$ cat config.mk
export PLATFORM = sky130hd
export DESIGN_NAME = switch_load_ctrl
export DESIGN_NICKNAME = d
export VERILOG_FILES = /design/src/rtl/switch_load_ctrl.sv
export SDC_FILE = /design/constraint.sdc
export NUM_CORES = 1
export LEC_CHECK = 0
export CORE_AREA = 2 2 69 71
export CTS_CLUSTER_DIAMETER = 100
export DETAILED_ROUTE_END_ITERATION = 10
export DIE_AREA = 0 0 71 73
export DONT_BUFFER_PORTS = 1
export GPL_TIMING_DRIVEN = 0
export PLACE_DENSITY_LB_ADDON = 0.25
export SLEW_MARGIN = 0
export SYNTH_ARGS = -nofsm -noshare
export SYNTH_HDL_FRONTEND = slang
export SYNTH_SLANG_ARGS = --single-unit
$ cat constraint.sdc
create_clock -name clk -period 3.7 [get_ports clk]
set_clock_uncertainty 0.15 [all_clocks]
set_input_delay 0.74 -clock clk [delete_from_list [all_inputs] [get_ports clk]]
set_output_delay 0.74 -clock clk [all_outputs]
set_load 0.01 [all_outputs]
$ cat src/rtl/switch_load_ctrl.sv
// Switch-triggered loader for the 32-bit switch data register: synchronises and
// debounces the board switches, arbitrates against CPU writes and exposes status/irq.
module switch_load_ctrl #(
   parameter int               ANCHO      = 32,
   parameter logic [ANCHO-1:0] DIR_DATO   = 'h314,
   parameter logic [ANCHO-1:0] DIR_ESTADO = 'h318,
   parameter int               DEB_CICLOS = 16
) (
   input  logic             clk,
   input  logic             rst,
   input  logic [ANCHO-1:0] addr,
   input  logic             we,
   input  logic [ANCHO-1:0] wdata,
   output logic [ANCHO-1:0] rdata,
   input  logic [15:0]      sw,
   input  logic [ANCHO-1:0] reg_q,
   output logic             reg_we,
   output logic [ANCHO-1:0] reg_d,
   output logic             irq
);

   // state | meaning
   // IDLE  | no load request seen
   // DEB   | request held, waiting for the value to stay stable
   // LOAD  | driving reg_we with the latched switch value
   // HOLD  | load done, waiting for the request switch to drop
   typedef enum logic [1:0] {IDLE, DEB, LOAD, HOLD} state_t;

   localparam logic [15:0] DEB_LAST = 16'(DEB_CICLOS - 1);

   state_t      state_q, state_d;
   logic [15:0] cnt_q, cnt_d;
   logic [4:0]  val_q, val_d;
   logic        pending_q, pending_d;
   logic        irq_q, irq_d;
   logic [5:0]  sync1_q, sync1_d;
   logic [5:0]  sync2_q, sync2_d;

   logic        sw_req_s;
   logic [4:0]  sw_val_s;
   logic        cpu_dat_wr;
   logic        cpu_clr;
   logic        pend_set;
   logic        busy;
   logic        unused_sw;

   assign unused_sw = ^sw[14:5];

   assign sw_req_s   = sync2_q[5];
   assign sw_val_s   = sync2_q[4:0];
   assign cpu_dat_wr = we && (addr == DIR_DATO);
   assign cpu_clr    = we && (addr == DIR_ESTADO) && wdata[0];
   assign busy       = (state_q != IDLE);

   always_comb begin
      sync1_d = {sw[15], sw[4:0]};
      sync2_d = sync1_q;
   end

   always_comb begin
      state_d  = state_q;
      cnt_d    = cnt_q;
      val_d    = val_q;
      pend_set = 1'b0;
      case (state_q)
         IDLE: begin
            if (sw_req_s) begin
               state_d = DEB;
               cnt_d   = 16'd0;
               val_d   = sw_val_s;
            end
         end
         DEB: begin
            if (!sw_req_s) begin
               state_d = IDLE;
            end else if (sw_val_s != val_q) begin
               val_d = sw_val_s;
               cnt_d = 16'd0;
            end else begin
               cnt_d = cnt_q + 16'd1;
               if (cnt_q == DEB_LAST) state_d = LOAD;
            end
         end
         LOAD: begin
            // a CPU data write takes the register port; the switch load retries next cycle
            if (!cpu_dat_wr) begin
               state_d  = HOLD;
               pend_set = 1'b1;
            end
         end
         HOLD: begin
            if (!sw_req_s) state_d = IDLE;
         end
         default: state_d = IDLE;
      endcase
   end

   always_comb begin
      pending_d = pending_q;
      if (pend_set)     pending_d = 1'b1;
      else if (cpu_clr) pending_d = 1'b0;
      irq_d = pending_q;
   end

   always_comb begin
      reg_we = 1'b0;
      reg_d  = '0;
      if (rst) begin
         if (cpu_dat_wr) begin
            reg_we = 1'b1;
            reg_d  = wdata;
         end else if (state_q == LOAD) begin
            reg_we = 1'b1;
            reg_d  = {{(ANCHO-5){1'b0}}, val_q};
         end
      end
   end

   always_comb begin
      rdata = '0;
      if (addr == DIR_DATO)        rdata = reg_q;
      else if (addr == DIR_ESTADO) rdata = {{(ANCHO-3){1'b0}}, sw_req_s, busy, pending_q};
   end

   assign irq = irq_q;

   always_ff @(posedge clk or negedge rst) begin
      if (!rst) begin
         state_q   <= IDLE;
         cnt_q     <= 16'd0;
         val_q     <= 5'd0;
         pending_q <= 1'b0;
         irq_q     <= 1'b0;
         sync1_q   <= 6'd0;
         sync2_q   <= 6'd0;
      end else begin
         state_q   <= state_d;
         cnt_q     <= cnt_d;
         val_q     <= val_d;
         pending_q <= pending_d;
         irq_q     <= irq_d;
         sync1_q   <= sync1_d;
         sync2_q   <= sync2_d;
      end
   end

endmodule

==> metrics.md, run 1 <==
| Metric | Value |
|---|---|
| LEAKAGE | `0.997 nW` |
| Wire per inst | `21.2 microns` |
| RSZ-0062 raised after global routing | `false` |
| Avg Vias per Cell | `6.09` |
| Synth Flop Type | `dfrtp_1` |
| Fin Setup TNS | `0 ns` |
| Crit path max fanout | `10` |
| Remaining antenna violation count after routing | `0` |
| Synth top area share | `40.3%` |
| Die footprint | `5180 sq um` |
| IO Pins | `181` |
| Fin crit period | `3.31 ns` |
| Cell count after synthesis | `266` |
| Status | `complete, no violations` |
| Core area | `4540 sq um` |
| Die Span Y | `73 microns` |
| Initial antenna violation count | `3` |
| First-pass GRT wire length | `10,200 microns` |
| Max capacitance violation total | `0` |
| Synth top area cells | `dfrtp_1 40%, and2_1 16%, nand2_1 4.7%, o21ai_0 3.3%, nand3_1 2.4%` |
| Pre-antenna DRT Iters | `4` |
| Die X-Extent | `71 microns` |
| Slew Limit Fails | `0` |
| Pwr Density | `314 nW/um^2` |
| Critical path arrival | `2.42 ns` |
| Worst slew margin | `53.1%` |
| Most frequent cell after synthesis | `and2_1` |
| Initial Util | `50.6%` |
| Synth warnings | `0` |
| Maximum VDD drop | `310 uV` |
| Register area share after synthesis | `40.3%` |
| Grt total ovfl | `0` |
| CTS root buf | `clkbuf_8` |
| Synthesized flop and latch total | `37` |
| Layout area overhead | `8.33%` |
| Post-synth top cells | `58 x and2_1, 37 x dfrtp_1, 29 x nand2_1, 15 x o21ai_0, 11 x nand3_1` |
| CTS tree | `done` |
| Mapped Avg Cell Area | `8.64 sq um` |
| Fin. Hold Viols | `0` |
| Worst setup SP type | `input port` |
| Ys async rst share | `100%` |
| Worst Reg-to-Reg Cells | `6` |
| Global placer's final weighted congestion | `0.880` |
| Vias | `2,029` |
| Critical path endpoint category | `output pin` |
| R2r startpoint | `cnt_q[0]$_DFFE_PN0P_` |
| Maximum clock frequency | `0.302 GHz` |
| Yosys cell types | `41` |
| Post-synth EDFFs | `0` |
| Post-DP HPWL | `5680 microns` |
| Multi-input logic area | `1290 sq um` |
| Final cycle utilization of the critical path | `89.5%` |
| Initial drt markers | `88` |
| Clk Latency, worst-skew pair | `0.30 ns` |
| Clock tree buffer depth | `2` |
| Layout Nets | `390` |
| Detailed Route WL | `7070 microns` |
| Post-Syn Area | `2300 sq um` |
| Hold slack | `0.118 ns` |
| H-tree depth | `2` |
| # setup viols final | `0` |
| Buffers on Ports | `0` |
| Critical path class | `input port to output pin` |
| Share of cells above drive strength 1 | `8.36%` |
| Launch point of the worst path | `addr[11]` |
| Maximum number of pins on one net before global-route repair | `38` |
| Yosys top cell by area | `dfrtp_1` |
| Number of remaining DRC errors | `0` |
| TritonCTS Buffers | `5` |
| Syn_nets | `382` |
| Worst slew pin tran | `0.701 ns` |
| Rows | `25` |
| Clock transition at the registers of the reported paths | `0.08 ns` |
| Resized cells post-CTS | `0` |
| Type of the most critical hold path | `input port to async pin` |
| Vias in the first global route | `1,874` |
| Tot GR Track Use | `26.8%` |
| Reg area | `926 sq um` |
| Clk sinks | `37` |
| Critical Path RT | `2.81 ns` |
| Layout fillers | `406` |
[stage by stage]
| step | std cells | instance area, sq um | util (%) | total power [mW] | setup WS, ns |
|---|---|---|---|---|---|
| after floorplan | 266 | 2300 | - | 0.473 | 0.757 |
| after global placement | 320 | 2360 | 52.1 | 0.483 | 0.430 |
| after detailed placement | 320 | 2360 | 52.1 | 0.484 | 0.431 |
| after CTS | 329 | 2480 | 54.6 | 0.790 | 0.426 |
| after global routing | 332 | 2490 | 54.8 | 0.817 | 0.262 |
| final | 333 | 2490 | 54.9 | 0.782 | 0.389 |
[report_power, final]
part	total [mW]	internal [mW]	switching [mW]	leakage [nW]
Sequential	0.430	0.418	0.0118	0.477
Clock	0.296	0.136	0.160	0.0448
Combinational	0.0562	0.0229	0.0333	0.475
[placed cells by master (no fill, tap or decap), drive strengths merged, types with 7 or more instances in the layout]
cell and instances:
nand3 13, a21oi 7, nor2 9, o21ai 18, nor4 8, buf 7, clkbuf 11, and2 58
nand2 30, nor3 7, dfrtp 37
[worst max-delay path: stages]
cell     delay (ns)
nor4b_1        0.28
nand4_1        0.28
nor2_4         0.31
and3_1         0.22
buf_2          0.17
buf_2          0.19
and2_1         0.22
[per-layer routing]
layer / track usage (%) / part of all wire, % / vias to the layer above
met4: 12.6 / 2.6 / 0
met1: 31.9 / 39 / 964
met3: 8.43 / 7.5 / 13
met2: 44.5 / 51 / 100
li1: - / - / 952
met5: 0 / 0 / -
[layout make-up]
| cell class | instances | share of cell area [%] |
|---|---|---|
| Clock inverter | 3 | 1.01 |
| Sequential cell | 37 | 37.2 |
| Clock buffer | 5 | 2.77 |
| Inverter | 5 | 0.754 |
| Buffer | 12 | 2.36 |
| Tap cell | 54 | 2.71 |
| Timing Repair Buffer | 1 | 0.804 |
| Multi-Input combinational cell | 212 | 52.0 |
| Antenna cell | 4 | 0.402 |
[what timing repair did]
item                                   4_1_cts  5_1_grt
hold buffers                                 1        0
endpoints found under the hold margin       37        0
buffers inserted                             0        0
[worst paths after layout]
check / end / slack, ns
worst max-delay path: reg_d[20] / 0.39
worst max register to register: cnt_q[14]$_DFFE_PN0P_ / 1.47
worst min-delay path: cnt_q[13]$_DFFE_PN0P_ / 0.12
worst min register to register: sync2_q[3]$_DFF_PN0_ / 0.19
min in group clk: sync2_q[3]$_DFF_PN0_ / 0.19
max in group asynchronous: cnt_q[4]$_DFFE_PN0P_ / 3.08
[flip-flops by register name, indices dropped and copies added, names as in the netlist, named ones only]
| name | count |
|---|---|
| sync2_q | 6 |
| sync1_q | 6 |
| state_q | 1 |
| val_q | 5 |
| cnt_q | 16 |
| irq | 1 |
| irq_d | 1 |
[cells by family (layout without fill, tap and decap cells)]
logic type,count (synthesis),in the layout,share of synthesized area [%]
adder cells (fa/ha/maj),1,1,0.545
multiplexers,2,2,0.980
other,0,4,0
buffers and inverters,17,26,3.38
AND/OR/NAND/NOR,152,152,38.1
XOR/XNOR,5,5,1.91
flip-flops,37,37,40.3
AO/OA/AOI/OAI,52,52,14.8
Note: power is estimated with default switching activity, not from simulation.
==> run 2: changes to the inputs <==
--- a/config.mk
+++ b/config.mk
@@ -5,10 +5,11 @@
 export SDC_FILE = /design/constraint.sdc
 export NUM_CORES = 1
 export LEC_CHECK = 0
-export CORE_AREA = 2 2 69 71
+export CORE_ASPECT_RATIO = 1.1
+export CORE_MARGIN = 2
+export CORE_UTILIZATION = 50
 export CTS_CLUSTER_DIAMETER = 100
 export DETAILED_ROUTE_END_ITERATION = 10
-export DIE_AREA = 0 0 71 73
 export DONT_BUFFER_PORTS = 1
 export GPL_TIMING_DRIVEN = 0
 export PLACE_DENSITY_LB_ADDON = 0.25
==> run 2 against run 1 <==
  * Power increased by 7.7%
  * Global-route usage rose by 1.9 points
  * Core utilization up 2.9 points
  * Critical endpoint is now reg_d[16]
  * Largest power group unchanged
==> metrics.md, run 2 (synthesis results as in run 1) <==
| Metric | Value |
|---|---|
| Status | `complete, no violations (unchanged)` |
| Clock transition at the registers of the reported paths | `0.08 ns (about the same)` |
| Avg Vias per Cell | `6.11 (was 6.09)` |
| Combinational Power Share | `6.7% (was 7.2%)` |
| Fin. Hold Viols | `0 (unchanged)` |
| Final cycle utilization of the critical path | `92.9% (was 89.5%)` |
| R2r startpoint | `cnt_q[0]$_DFFE_PN0P_ (unchanged)` |
| Pre-antenna DRT Iters | `4 (unchanged)` |
| TritonCTS Buffers | `5 (unchanged)` |
| Reg with most FFs | `cnt_q (unchanged)` |
| Layout fillers | `394 (was 406)` |
| RSZ-0062 raised after global routing | `false (unchanged)` |
| Net Sw Power | `0.199 mW (was 0.205 mW)` |
| Detailed Route WL | `7180 microns (was 7070 microns)` |
| Share of cells above drive strength 1 | `8.36% (unchanged)` |
| Initial antenna violation count | `7 (was 3)` |
| Final non-filler cell total | `334 (was 333)` |
| Critical path endpoint category | `output pin (unchanged)` |
| Critical path arrival | `2.55 ns (was 2.42 ns)` |
| Worst slew margin | `56.7% (was 53.1%)` |
| Slew Limit Fails | `0 (unchanged)` |
| Grt total ovfl | `0 (unchanged)` |
| Post-DP HPWL | `5880 microns (was 5680 microns)` |
| CTS tree | `done (unchanged)` |
| Layout Nets | `390 (unchanged)` |
| Crit path max fanout | `10 (unchanged)` |
| Critical path class | `input port to output pin (unchanged)` |
| Pwr Density | `335 nW/um^2 (was 314 nW/um^2)` |
| # setup viols final | `0 (unchanged)` |
| Maximum VDD drop | `327 uV (was 310 uV)` |
| Die footprint | `5150 sq um (was 5180 sq um)` |
| First-pass GRT wire length | `10,200 microns (about the same)` |
| Clock tree buffer depth | `2 (unchanged)` |
| R2R setup slack | `1.50 ns (was 1.47 ns)` |
| Sw Ratio | `23.7% (was 26.2%)` |
| Internal Power | `0.643 mW (was 0.577 mW)` |
| H-tree depth | `2 (unchanged)` |
| Vias | `2,042 (was 2,029)` |
| Die Span Y | `75.1 microns (was 73 microns)` |
| Placed cell count | `320 (unchanged)` |
| Type of the most critical hold path | `input port to async pin (unchanged)` |
| Remaining antenna violation count after routing | `0 (unchanged)` |
| Max capacitance violation total | `0 (unchanged)` |
| Buffers on Ports | `0 (unchanged)` |
| Max reg flops | `16 (unchanged)` |
| Fin crit period | `3.44 ns (was 3.31 ns)` |
| Maximum number of pins on one net before global-route repair | `38 (unchanged)` |
| Number of remaining DRC errors | `0 (unchanged)` |
| Wire per inst | `21.5 microns (was 21.2 microns)` |
| Initial drt markers | `86 (was 88)` |
| Largest regs | `cnt_q: 16 flops, sync1_q: 6 flops, sync2_q: 6 flops (unchanged)` |
| Vias in the first global route | `1,826 (was 1,874)` |
| Commonest non-fill, non-tap cell in the layout | `and2_1 (unchanged)` |
| Initial Util | `52.8% (was 50.6%)` |
| IO Pins | `181 (unchanged)` |
| Global placer's final weighted congestion | `0.986 (was 0.880)` |
| LEAKAGE | `1.01 nW (was 0.997 nW)` |
| Die X-Extent | `68.6 microns (was 71 microns)` |
| Clock power share | `42.2% (was 37.8%)` |
| Core area | `4350 sq um (was 4540 sq um)` |
| Critical Path RT | `2.81 ns (about the same)` |
| Reg2Reg Capture Point | `cnt_q[14]$_DFFE_PN0P_ (unchanged)` |
| Worst slew pin tran | `0.647 ns (was 0.701 ns)` |
| Total power draw | `0.842 mW (was 0.782 mW)` |
| Layout area overhead | `9.37% (was 8.33%)` |
| Commonest non-fill, non-tap cells in the layout | `58 x and2_1, 37 x dfrtp_1, 29 x nand2_1 (unchanged)` |
| Clk sinks | `37 (unchanged)` |
| Fin Setup TNS | `0 ns (unchanged)` |
| CTS root buf | `clkbuf_8 (unchanged)` |
| Rows | `25 (unchanged)` |
| Maximum clock frequency | `0.291 GHz (was 0.302 GHz)` |
| Tot GR Track Use | `28.8% (was 26.8%)` |
| Worst Reg-to-Reg Cells | `6 (unchanged)` |
| Reg power frac | `51.1% (was 55.0%)` |
| Worst setup SP type | `input port (unchanged)` |
| Clk Latency, worst-skew pair | `0.30 ns (about the same)` |
-- run 2: changes by cell type in the layout (fill, tap and decap cells not counted), sizes merged --
cell,before,now
inv,6,5
diode,4,5
bufinv,0,1
-- run 2: area by class of cell --
class	instances	area [sq um]	area share, %
repair buffers	1	20.0	0.797
diodes	5	12.5	0.498
well taps	54	67.6	2.69
clock buffers	5	68.8	2.74
clock inverters	3	46.3	1.84
multi-input cells	212	1290	51.5
inverters	5	18.8	0.747
plain buffers	12	58.8	2.34
flip-flops and latches	37	926	36.9
-- run 2: worst max-delay path by stage --
stage / startpoint / cells after the start / slack, ns / to
after global routing: addr[11] / 7 / 0.07 / reg_d[16]
after detailed placement: addr[11] / 7 / 0.32 / reg_d[16]
after floorplan: addr[11] / 7 / 0.76 / reg_d[10]
after global placement: addr[11] / 7 / 0.32 / reg_d[16]
final: addr[11] / 7 / 0.26 / reg_d[16]
after CTS: addr[11] / 7 / 0.31 / reg_d[16]
-- run 2: what timing repair did --
item                      in CTS  in global routing
hold endpoints to repair      37                  0
hold buffers                   1                  0
resized for setup              0                  0
setup buffers                  0                  0
-- run 2: through the flow --
| stage | util, % | instance area [sq um] | hold WS (ns) | setup WS (ns) |
|---|---|---|---|---|
| 3_3_place_gp | 54.4 | 2360 | 0.183 | 0.320 |
| 3_5_place_dp | 54.4 | 2360 | 0.190 | 0.320 |
| 5_1_grt | 57.8 | 2510 | 0.127 | 0.0733 |
| 4_1_cts | 57.5 | 2500 | 0.120 | 0.305 |
| 2_1_floorplan | - | 2300 | 0.181 | 0.757 |
| 6_report | 57.8 | 2510 | 0.121 | 0.262 |
-- run 2: worst max-delay path: stages --
cell and delay (ns):
nor4b_1 0.44, nand4_1 0.27, nor2_4 0.29, and3_1 0.21, buf_2 0.17, buf_2 0.19
and2_1 0.22
-- run 2: power by group through the flow --
| stage | clock network [mW] | logic, mW | registers (mW) |
|---|---|---|---|
| floorplan | 0 | 0.0384 | 0.435 |
| global placement | 0 | 0.0458 | 0.437 |
| detailed placement | 0 | 0.0466 | 0.438 |
| CTS | 0.362 | 0.0567 | 0.430 |
| global route | 0.381 | 0.0642 | 0.432 |
| finish | 0.355 | 0.0563 | 0.431 |
-- run 2: layer usage --
layer  part of all wire [%]  track usage, %  vias to the layer above
li1                       -               -                      958
met5                   0.33               0                        -
met1                     41            38.0                      951
met4                    1.1            8.67                        4
met3                     11            11.8                        9
met2                     46            43.3                      120
==> run 3: changes to the inputs <==
--- a/config.mk
+++ b/config.mk
@@ -7,12 +7,12 @@
 export LEC_CHECK = 0
 export CORE_ASPECT_RATIO = 1.1
 export CORE_MARGIN = 2
-export CORE_UTILIZATION = 50
+export CORE_UTILIZATION = 45
 export CTS_CLUSTER_DIAMETER = 100
 export DETAILED_ROUTE_END_ITERATION = 10
 export DONT_BUFFER_PORTS = 1
 export GPL_TIMING_DRIVEN = 0
-export PLACE_DENSITY_LB_ADDON = 0.25
+export PLACE_DENSITY = 0.57
 export SLEW_MARGIN = 0
 export SYNTH_ARGS = -nofsm -noshare
 export SYNTH_HDL_FRONTEND = slang
==> run 3 against run 2 <==
  * Sequential power hardly changed
  * Power fell by 6.6%
  * First-iteration DRC count rose by 73%
==> metrics.md, run 3 (synthesis results as in run 1) <==
| Metric | Value |
|---|---|
| Combinational Power Share | `7.1% (was 6.7%)` |
| Core area | `4970 sq um (was 4350 sq um)` |
| Share of cells above drive strength 1 | `8.36% (unchanged)` |
| Final cycle utilization of the critical path | `89.2% (was 92.9%)` |
| H-tree depth | `2 (unchanged)` |
| Detailed Route WL | `7090 microns (was 7180 microns)` |
| Crit-path max cell delay | `0.32 ns (was 0.44 ns)` |
| Hold-fix buffers, CTS | `1 (unchanged)` |
| LEAKAGE | `0.998 nW (was 1.01 nW)` |
| Type of the most critical hold path | `input port to async pin (unchanged)` |
| Largest regs | `cnt_q: 16 flops, sync1_q: 6 flops, sync2_q: 6 flops (unchanged)` |
| Critical path class | `input port to output pin (unchanged)` |
| CTS tree | `done (unchanged)` |
| Rows | `27 (was 25)` |
| Initial Util | `46.3% (was 52.8%)` |
| Clock tree buffer depth | `2 (unchanged)` |
| Maximum number of pins on one net before global-route repair | `38 (unchanged)` |
| Crit path max fanout | `10 (unchanged)` |
| Remaining antenna violation count after routing | `0 (unchanged)` |
| IO Pins | `181 (unchanged)` |
| Worst Path Buf+Inv | `2 (unchanged)` |
| Net Sw Power | `0.208 mW (was 0.199 mW)` |
| Fin. Hold Viols | `0 (unchanged)` |
| Clk sinks | `37 (unchanged)` |
| Critical path endpoint category | `output pin (unchanged)` |
| Critical Path RT | `2.81 ns (about the same)` |
| Reg with most FFs | `cnt_q (unchanged)` |
| Layout fillers | `488 (was 394)` |
| Worst setup SP type | `input port (unchanged)` |
| # setup viols final | `0 (unchanged)` |
| Max capacitance violation total | `0 (unchanged)` |
| Vias in the first global route | `1,860 (was 1,826)` |
| Layout Nets | `390 (unchanged)` |
| Resized cells post-CTS | `0 (unchanged)` |
| Commonest non-fill, non-tap cell in the layout | `and2_1 (unchanged)` |
| Worst slew margin | `53.2% (was 56.7%)` |
| Internal Power | `0.578 mW (was 0.643 mW)` |
| CTS root buf | `clkbuf_8 (unchanged)` |
| Die Span Y | `78.9 microns (was 75.1 microns)` |
| Post-CTS setup buffer count | `0 (unchanged)` |
| Reg power frac | `54.7% (was 51.1%)` |
| Worst slew pin tran | `0.697 ns (was 0.647 ns)` |
| Critical path's top delay family | `simple AND/OR/NAND/NOR gates (unchanged)` |
| CP most frequent cell | `buf_2 (unchanged)` |
| Vias | `2,050 (was 2,042)` |
| Max reg flops | `16 (unchanged)` |
| Layout area overhead | `8.55% (was 9.37%)` |
| Worst path cell trace | `nor4_1 > nand4_1 > nor2_4 > and3_1 > buf_2 > buf_2 > and2_1 (was nor4b_1 > nand4_1 > nor2_4 > and3_1 > buf_2 > buf_2 > and2_1)` |
| Status | `complete, no violations (unchanged)` |
| Clock transition at the registers of the reported paths | `0.08 ns (about the same)` |
| Final setup margin | `0.399 ns (was 0.262 ns)` |
| Fin crit period | `3.30 ns (was 3.44 ns)` |
| Pre-antenna DRT Iters | `4 (unchanged)` |
| Commonest non-fill, non-tap cells in the layout | `58 x and2_1, 37 x dfrtp_1, 29 x nand2_1 (unchanged)` |
| Initial antenna violation count | `6 (was 7)` |
| Buffers on Ports | `0 (unchanged)` |
| First-pass GRT wire length | `10,300 microns (was 10,200 microns)` |
| Total power draw | `0.786 mW (was 0.842 mW)` |
| Fin Setup TNS | `0 ns (unchanged)` |
| Number of remaining DRC errors | `0 (unchanged)` |
| Wire per inst | `21.0 microns (was 21.5 microns)` |
| Slew Limit Fails | `0 (unchanged)` |
| Avg Vias per Cell | `6.08 (was 6.11)` |
| Initial drt markers | `149 (was 86)` |
| Maximum clock frequency | `0.303 GHz (was 0.291 GHz)` |
| Grt total ovfl | `0 (unchanged)` |
| Worst slack, placed | `0.381 ns (was 0.320 ns)` |
| Maximum VDD drop | `233 uV (was 327 uV)` |
| Hold slack | `0.121 ns (about the same)` |
| Post-DP HPWL | `5660 microns (was 5880 microns)` |
| Pwr Density | `315 nW/um^2 (was 335 nW/um^2)` |
| Die footprint | `5690 sq um (was 5150 sq um)` |
| Clk Latency, worst-skew pair | `0.29 ns (was 0.30 ns)` |
| Clock power share | `38.2% (was 42.2%)` |
| Die X-Extent | `72.1 microns (was 68.6 microns)` |
| Sw Ratio | `26.5% (was 23.7%)` |
| TritonCTS Buffers | `5 (unchanged)` |
| RSZ-0062 raised after global routing | `false (unchanged)` |
| Critical path arrival | `2.41 ns (was 2.55 ns)` |
| Tot GR Track Use | `24.6% (was 28.8%)` |
| CP max-delay cell | `nor4_1 (was nor4b_1)` |
| Global placer's final weighted congestion | `0.836 (was 0.986)` |
-- run 3: cell types whose count changed in the layout (fill, tap and decap cells not counted), sizes merged --
| cell | before | now |
|---|---|---|
| clkinv | 1 | 0 |
| bufinv | 1 | 0 |
| inv | 5 | 7 |
| diode | 5 | 4 |
-- run 3: final timing paths --
kind | start | to | slack (ns) | cells past startpoint
worst min register to register | sync1_q[3]$_DFF_PN0_ | sync2_q[3]$_DFF_PN0_ | 0.20 | 0
worst max register to register | cnt_q[0]$_DFFE_PN0P_ | cnt_q[14]$_DFFE_PN0P_ | 1.39 | 6
worst min-delay path | rst | sync1_q[2]$_DFF_PN0_ | 0.12 | 1
min in group clk | sync1_q[3]$_DFF_PN0_ | sync2_q[3]$_DFF_PN0_ | 0.20 | 0
max in group asynchronous | rst | cnt_q[6]$_DFFE_PN0P_ | 3.08 | 1
worst max-delay path | addr[13] | reg_d[15] | 0.40 | 7
-- run 3: routing by layer --
layer / vias up / share of wire (%) / global-route usage (%)
met1: 986 / 42 / 33.5
met2: 95 / 46 / 36.1
met4: 4 / 1.0 / 6.23
li1: 955 / - / -
met3: 10 / 10 / 10.0
met5: - / 0.37 / 0
-- run 3: worst register-to-register path: cells and delay by family, from the launching register on --
kind,cells,cell delay (ns)
compound gates,1,0.09
fa+ha+maj,1,0.19
flops,1,0.38
simple gates,4,1.43
-- run 3: layout make-up --
| cell class | count | area [sq um] | area share, % |
|---|---|---|---|
| Buffer | 12 | 58.8 | 2.36 |
| Inverter | 5 | 18.8 | 0.753 |
| Clock buffer | 5 | 68.8 | 2.76 |
| Multi-Input combinational cell | 212 | 1290 | 51.9 |
| Antenna cell | 4 | 10.0 | 0.401 |
| Clock inverter | 3 | 25.0 | 1.00 |
| Timing Repair Buffer | 1 | 20.0 | 0.803 |
| Sequential cell | 37 | 926 | 37.1 |
| Tap cell | 58 | 72.6 | 2.91 |
-- run 3: power groups by stage --
stage               registers [mW]  clock network, mW  logic (mW)
floorplan                    0.435                  0      0.0384
global placement             0.438                  0      0.0460
detailed placement           0.438                  0      0.0461
CTS                          0.430              0.308      0.0567
global route                 0.432              0.326      0.0634
finish                       0.430              0.301      0.0558
-- run 3: metrics by stage --
stage               utilization, %  std cells  cell area (sq um)
global route                  50.2        336               2490
detailed placement            47.7        324               2370
global placement              47.7        324               2370
floorplan                        -        266               2300
finish                        50.2        337               2490
CTS                           50.0        333               2480
